### src/rtl/mips_pkg.sv
// Shared definitions for the 5-stage MIPS pipeline control:
// opcodes, hazard FSM states and control-bundle bit positions.
package mips_pkg;

  localparam logic [5:0] RTYPE = 6'b000000;
  localparam logic [5:0] LW    = 6'b100011;
  localparam logic [5:0] SW    = 6'b101011;
  localparam logic [5:0] BEQ   = 6'b000100;
  localparam logic [5:0] NOP   = 6'b100000;

  localparam int M_BRANCH   = 2;
  localparam int M_MEMREAD  = 1;
  localparam int M_MEMWRITE = 0;

  typedef enum logic [1:0] {
    RUN,
    LD_STALL,
    MEM_WAIT,
    BR_FLUSH
  } hz_state_t;

  // One of the five opcodes the decoder understands.
  function automatic logic op_legal(input logic [5:0] op);
    logic r;
    r = 1'b0;
    case (op)
      RTYPE, LW, SW, BEQ, NOP: r = 1'b1;
      default:                 r = 1'b0;
    endcase
    return r;
  endfunction

  // Opcodes that read rt as a source operand.
  function automatic logic op_reads_rt(input logic [5:0] op);
    logic r;
    r = 1'b0;
    case (op)
      RTYPE, SW, BEQ: r = 1'b1;
      default:        r = 1'b0;
    endcase
    return r;
  endfunction

endpackage

### src/rtl/load_use_detect.sv
// Load-use comparator: a load in ID/EX whose destination
// is a source of the instruction sitting in IF/ID.
module load_use_detect
  import mips_pkg::*;
(
  input  logic [5:0] id_opcode_i,
  input  logic [4:0] id_rs_i,
  input  logic [4:0] id_rt_i,
  input  logic       idex_memread_i,
  input  logic [4:0] idex_rt_i,
  output logic       hazard_o
);

  logic rs_hit;
  logic rt_hit;

  // $0 is never a real dependency; rt only counts when it is read.
  always_comb begin
    rs_hit   = (idex_rt_i == id_rs_i);
    rt_hit   = (idex_rt_i == id_rt_i) & op_reads_rt(id_opcode_i);
    hazard_o = idex_memread_i & (idex_rt_i != 5'd0)
             & (rs_hit | rt_hit);
  end

endmodule

### src/rtl/hazard_sequencer.sv
// Hazard/stall sequencer for the 5-stage MIPS pipeline.
// Optional counters: define HAZARD_PERF_CNT_EN.
module hazard_sequencer
  import mips_pkg::*;
#(
  parameter int MEM_TIMEOUT = 16,
  parameter int CNT_W       = 16
) (
  input  logic       clk,
  input  logic       rst_n,
  input  logic [5:0] id_opcode,
  input  logic [4:0] id_rs,
  input  logic [4:0] id_rt,
  input  logic       idex_memread,
  input  logic [4:0] idex_rt,
  input  logic       exmem_branch,
  input  logic       exmem_zero,
  input  logic       exmem_memread,
  input  logic       exmem_memwrite,
  input  logic       mem_ready,
  output logic       pc_write,
  output logic       pc_src,
  output logic       ifid_write,
  output logic       ifid_flush,
  output logic       idex_bubble,
  output logic       exmem_hold,
  output logic       exmem_flush,
  output logic       illegal_op,
  output logic       mem_err
`ifdef HAZARD_PERF_CNT_EN
  ,
  output logic [CNT_W-1:0] ld_stall_cnt,
  output logic [CNT_W-1:0] br_flush_cnt,
  output logic [CNT_W-1:0] mem_wait_cnt
`endif
);

  localparam int TW = $clog2(MEM_TIMEOUT + 1);
  localparam logic [TW-1:0] TMO = TW'(MEM_TIMEOUT);

  if (MEM_TIMEOUT < 2 || CNT_W < 1) begin : g_bad_param
    $error("hazard_sequencer: bad MEM_TIMEOUT/CNT_W");
  end

  hz_state_t     state_q, state_d;
  logic [TW-1:0] wait_q, wait_d;
  logic          ill_q, ill_d;
  logic          err_q, err_d;

  logic [2:0] exm;
  logic       mem_req;
  logic       hold;
  logic       br_take;
  logic       lu_raw;
  logic       lu_stall;

  load_use_detect u_lud (
    .id_opcode_i    (id_opcode),
    .id_rs_i        (id_rs),
    .id_rt_i        (id_rt),
    .idex_memread_i (idex_memread),
    .idex_rt_i      (idex_rt),
    .hazard_o       (lu_raw)
  );

  // Hazard classification in priority order.
  always_comb begin
    exm             = '0;
    exm[M_BRANCH]   = exmem_branch;
    exm[M_MEMREAD]  = exmem_memread;
    exm[M_MEMWRITE] = exmem_memwrite;
    mem_req  = exm[M_MEMREAD] | exm[M_MEMWRITE];
    hold     = mem_req & ~mem_ready;
    br_take  = exm[M_BRANCH] & exmem_zero & ~hold;
    lu_stall = lu_raw & ~hold & ~br_take
             & (state_q != LD_STALL)
             & (state_q != BR_FLUSH);
  end

  // Pipeline control outputs and next state.
  always_comb begin
    pc_write    = 1'b1;
    pc_src      = 1'b0;
    ifid_write  = 1'b1;
    ifid_flush  = 1'b0;
    idex_bubble = 1'b0;
    exmem_hold  = 1'b0;
    exmem_flush = 1'b0;
    state_d     = RUN;
    unique case (1'b1)
      hold: begin
        pc_write   = 1'b0;
        ifid_write = 1'b0;
        exmem_hold = 1'b1;
        state_d    = MEM_WAIT;
      end
      br_take: begin
        pc_src      = 1'b1;
        ifid_flush  = 1'b1;
        idex_bubble = 1'b1;
        exmem_flush = 1'b1;
        state_d     = BR_FLUSH;
      end
      lu_stall: begin
        pc_write    = 1'b0;
        ifid_write  = 1'b0;
        idex_bubble = 1'b1;
        state_d     = LD_STALL;
      end
      default: begin
        state_d = RUN;
      end
    endcase
    if (!hold && ill_q) begin
      idex_bubble = 1'b1;
    end
    ill_d = ifid_write & ~op_legal(id_opcode);
    if (!rst_n) begin
      pc_write    = 1'b0;
      pc_src      = 1'b0;
      ifid_write  = 1'b0;
      ifid_flush  = 1'b0;
      idex_bubble = 1'b1;
      exmem_hold  = 1'b0;
      exmem_flush = 1'b0;
    end
  end

  // Memory wait counter saturates at the timeout value.
  always_comb begin
    wait_d = '0;
    if (hold) begin
      wait_d = (wait_q == TMO) ? wait_q : wait_q + 1'b1;
    end
    err_d = err_q | (hold & (wait_d == TMO));
  end

  assign illegal_op = ill_q;
  assign mem_err    = err_q;

  // State, timeout counter and registered flags.
  always_ff @(posedge clk or negedge rst_n) begin
    if (!rst_n) begin
      state_q <= RUN;
      wait_q  <= '0;
      ill_q   <= 1'b0;
      err_q   <= 1'b0;
    end else begin
      state_q <= state_d;
      wait_q  <= wait_d;
      ill_q   <= ill_d;
      err_q   <= err_d;
    end
  end

`ifdef HAZARD_PERF_CNT_EN
  logic [CNT_W-1:0] ld_q, br_q, mw_q;

  // Saturating event counters.
  always_ff @(posedge clk or negedge rst_n) begin
    if (!rst_n) begin
      ld_q <= '0;
      br_q <= '0;
      mw_q <= '0;
    end else begin
      if (lu_stall && !(&ld_q)) ld_q <= ld_q + 1'b1;
      if (br_take && !(&br_q))  br_q <= br_q + 1'b1;
      if (hold && !(&mw_q))     mw_q <= mw_q + 1'b1;
    end
  end

  assign ld_stall_cnt = ld_q;
  assign br_flush_cnt = br_q;
  assign mem_wait_cnt = mw_q;
`endif

endmodule

### config.mk
export PLATFORM = sky130hd
export DESIGN_NAME = hazard_sequencer
export DESIGN_NICKNAME = d
export VERILOG_FILES = /design/src/rtl/mips_pkg.sv /design/src/rtl/load_use_detect.sv /design/src/rtl/hazard_sequencer.sv
export SDC_FILE = /design/constraint.sdc
export NUM_CORES = 1
export LEC_CHECK = 0
export CORE_ASPECT_RATIO = 1.2
export CORE_UTILIZATION = 39
export DETAILED_ROUTE_END_ITERATION = 12
export PLACE_DENSITY = 0.83
export SLEW_MARGIN = 20
export SYNTH_ARGS = -nofsm -noshare
export SYNTH_HDL_FRONTEND = slang
export SYNTH_SLANG_ARGS = --single-unit
### constraint.sdc
create_clock -name clk -period 3.2 [get_ports clk]
set_clock_uncertainty 0.2 [all_clocks]
set_input_delay 0.64 -clock clk [delete_from_list [all_inputs] [get_ports clk]]
set_output_delay 0.64 -clock clk [all_outputs]
set_load 0.005 [all_outputs]
==> metrics, run 1 <==
status=finished clean; crit start category=input port; worst skew pair latency=270 ps; flop2flop setup slack=1500 ps; initial antenna violation count=0; I/O pin count=38; number of diodes=0; measured slew at the worst slew-check pin=309 ps; Reg2Reg Depth=7; DP Wirelength=1.48 mm; leak pwr=0.487 nW; Synth warnings=0; Pre-Repair DR Iteration Count=2; Worst Hold Path Cells=1; CTS tree=built; Synth Flop Type=dfrtp_1; Clk pin slew, worst setup/hold paths=50 ps; reg2reg start=wait_q[0]$_DFF_PN0_; critical path type=input port to output pin; Synth Instances=72; terminus of the critical flop-to-flop path=mem_err$_DFF_PN0_; Area growth syn-to-layout=75.8%; Rows=15; setup bufs post-CTS=0; Synth Area in XOR/XNOR=a little under a fifth; DR WL/cell=12.7 um; Critical Path RT=2360 ps; Clock Tree Buf Depth=2; largest family of logic cells by synthesized area=simple AND/OR/NAND/NOR gates; WL final=1.74 mm; Die Wd=39.1 um; Hold Path Class=register to register; setup ws final=96.9 ps; Vias=around 680; Area contributors post-synth=dfrtp_1 31%, xnor2_1 9.5%, xor2_1 9.5%; Synth top cells by count=9 x nor2_1, 8 x dfrtp_1, 7 x xnor2_1, 7 x xor2_1; grt ovf=0; simple-gate share of the synthesized area=30.4%; Final Setup Violations=0; Netlist Area Pre-Place=646 sq um; period utilisation layout=97.0%; mux contribution to synthesized area=0%; largest net degree at the start of global routing=8; antenna-violating nets left=0; Period minus WS final=3100 ps; DRC Markers=0; CTS root buffer=clkbuf_4; flops & latches, synth=8; Highest Clock Rate=322 MHz; Synth top area share=just over 30%; post-DR vias/cell=4.97; Initial Utilization=between 40% and 50%; Synth async-reset ratio=100%; crit-path max FO=3; max-cap violation count=0; top-count cell post-synth=nor2_1; Die Area=1820 sq um; core area=between 1000 and 1500 sq um; GRT Util Overall=roughly 23%; Hold WS=around 290 ps; Syn Nets=between 100 and 150; First DRT Iteration DRCs=4; Synth Area in Compound Gates=9.88%; CP Capture Point=idex_bubble; pre-CTS setup slack=-224 ps; critical path endpoint category=output pin; max-slew violation count=0; Critical Path Start=idex_rt[4]; synthesized-area fraction occupied by adder cells=3.88%; clock sinks=8; Max VDD drop=0.162 mV; RSZ-0062 raised after global routing=false; first-pass GRT wire length=roughly 2.7 mm; cell taking the most area after synthesis=dfrtp_1; Avg Inst Size Synth=8.97 sq um; Max-slew headroom=79.3%; register area share after synthesis=31.0%; number of flops mapped to enable cells by yosys=0; P per Cell Area=roughly 260 nW/um^2; WP data arrival=roughly 2300 ps; setup TNS=0 ps; share of post-route cells with drive strength above 1=20.8%; CTS Buf Count=3; Yosys cell types=26; # hold bufs at CTS=0; die height=46.6 um; placer's final routability congestion estimate=0.731; fin nets=153; Final Hold Vio Count=0; Port Buffers=37; vias in the first global route=between 700 and 800; Max H-tree Level=1
==> where the power goes <==
group	switching [mW]	leakage, nW	internal [mW]
registers	0.00405	0.106	0.106
clock network	0.0376	0.0138	0.0431
logic	0.0397	0.366	0.0678
==> what timing repair did <==
item                                    in CTS  in global routing
pin swaps                                    2                  3
endpoints found under the setup margin       3                  3
resized for setup                            4                  9
==> cells by family (layout without fill, tap and decap cells) <==
family,Yosys count,in the layout
buffers and inverters,7,55
DFF,8,8
adders and majority gates,2,2
AOI/OAI and AO/OA,7,7
xor gates and xnor gates,14,14
and+or+nand+nor,34,34
==> sequential cells by signal, summed over array words and instances, names as in the netlist <==
register and flops:
wait_q 5, mem_err 1, illegal_op 1, state_q 1
==> worst min-delay path by stage <==
stage | start | endpoint | slack [ps]
after floorplan | rst_n | illegal_op$_DFF_PN0_ | 140
after global placement | mem_err$_DFF_PN0_ | mem_err$_DFF_PN0_ | 260
after detailed placement | mem_err$_DFF_PN0_ | mem_err$_DFF_PN0_ | 290
after CTS | mem_err$_DFF_PN0_ | mem_err$_DFF_PN0_ | 300
after global routing | mem_err$_DFF_PN0_ | mem_err$_DFF_PN0_ | 320
final | mem_err$_DFF_PN0_ | mem_err$_DFF_PN0_ | 290
==> area by class of cell <==
| cell class | instances | area (sq um) |
|---|---|---|
| clock buffer | 3 | 22.5 |
| fill | 100 | 348 |
| inverter | 4 | 15.0 |
| multi-input combinational | 57 | 433 |
| sequential | 8 | 200 |
| tap | 17 | 21.3 |
| timing repair buffer | 48 | 443 |
==> placed cells by master, fill, tap and decap left out, drive strengths merged, types with 4 or more instances in the layout <==
| master | count |
|---|---|
| dfrtp | 8 |
| nand2 | 5 |
| inv | 4 |
| clkbuf | 5 |
| xor2 | 7 |
| clkdlybuf4s50 | 34 |
| nor2 | 10 |
| xnor2 | 7 |
| nor3 | 5 |
| buf | 11 |
| nand3 | 5 |
==> stage by stage <==
stage | util (%) | instance area (sq um) | total power [mW] | std cells
CTS | 75.9 | 1120 | 0.299 | 137
global route | 76.5 | 1130 | 0.313 | 137
global placement | 74.0 | 1100 | 0.214 | 134
finish | 76.5 | 1130 | 0.298 | 137
floorplan | - | 646 | 0.147 | 72
detailed placement | 74.0 | 1100 | 0.218 | 134
==> metal layers <==
layer / vias up / share of wire (%) / global-route usage [%]
met2: 28 / 58 / 44.7
li1: 343 / - / -
met4: 0 / 2.8 / 14.5
met5: - / 0 / 0
met1: 305 / 35 / 19.6
met3: 5 / 5.0 / 4.35
==> worst max-delay path, cell delays in order <==
cell,delay [ps]
clkdlybuf4s50_1,430
or4_4,550
nor2_4,140
nor4b_4,60
nand3_2,80
o2111ai_1,130
clkdlybuf4s15_1,230
Note: power is estimated with default switching activity, not from simulation.
==> run 2, diff against run 1 <==
Settings changed: CTS_CLUSTER_SIZE from default to 8.
==> results of run 2 <==
The final DEF is identical to that of run 1; final timing and power are the same.
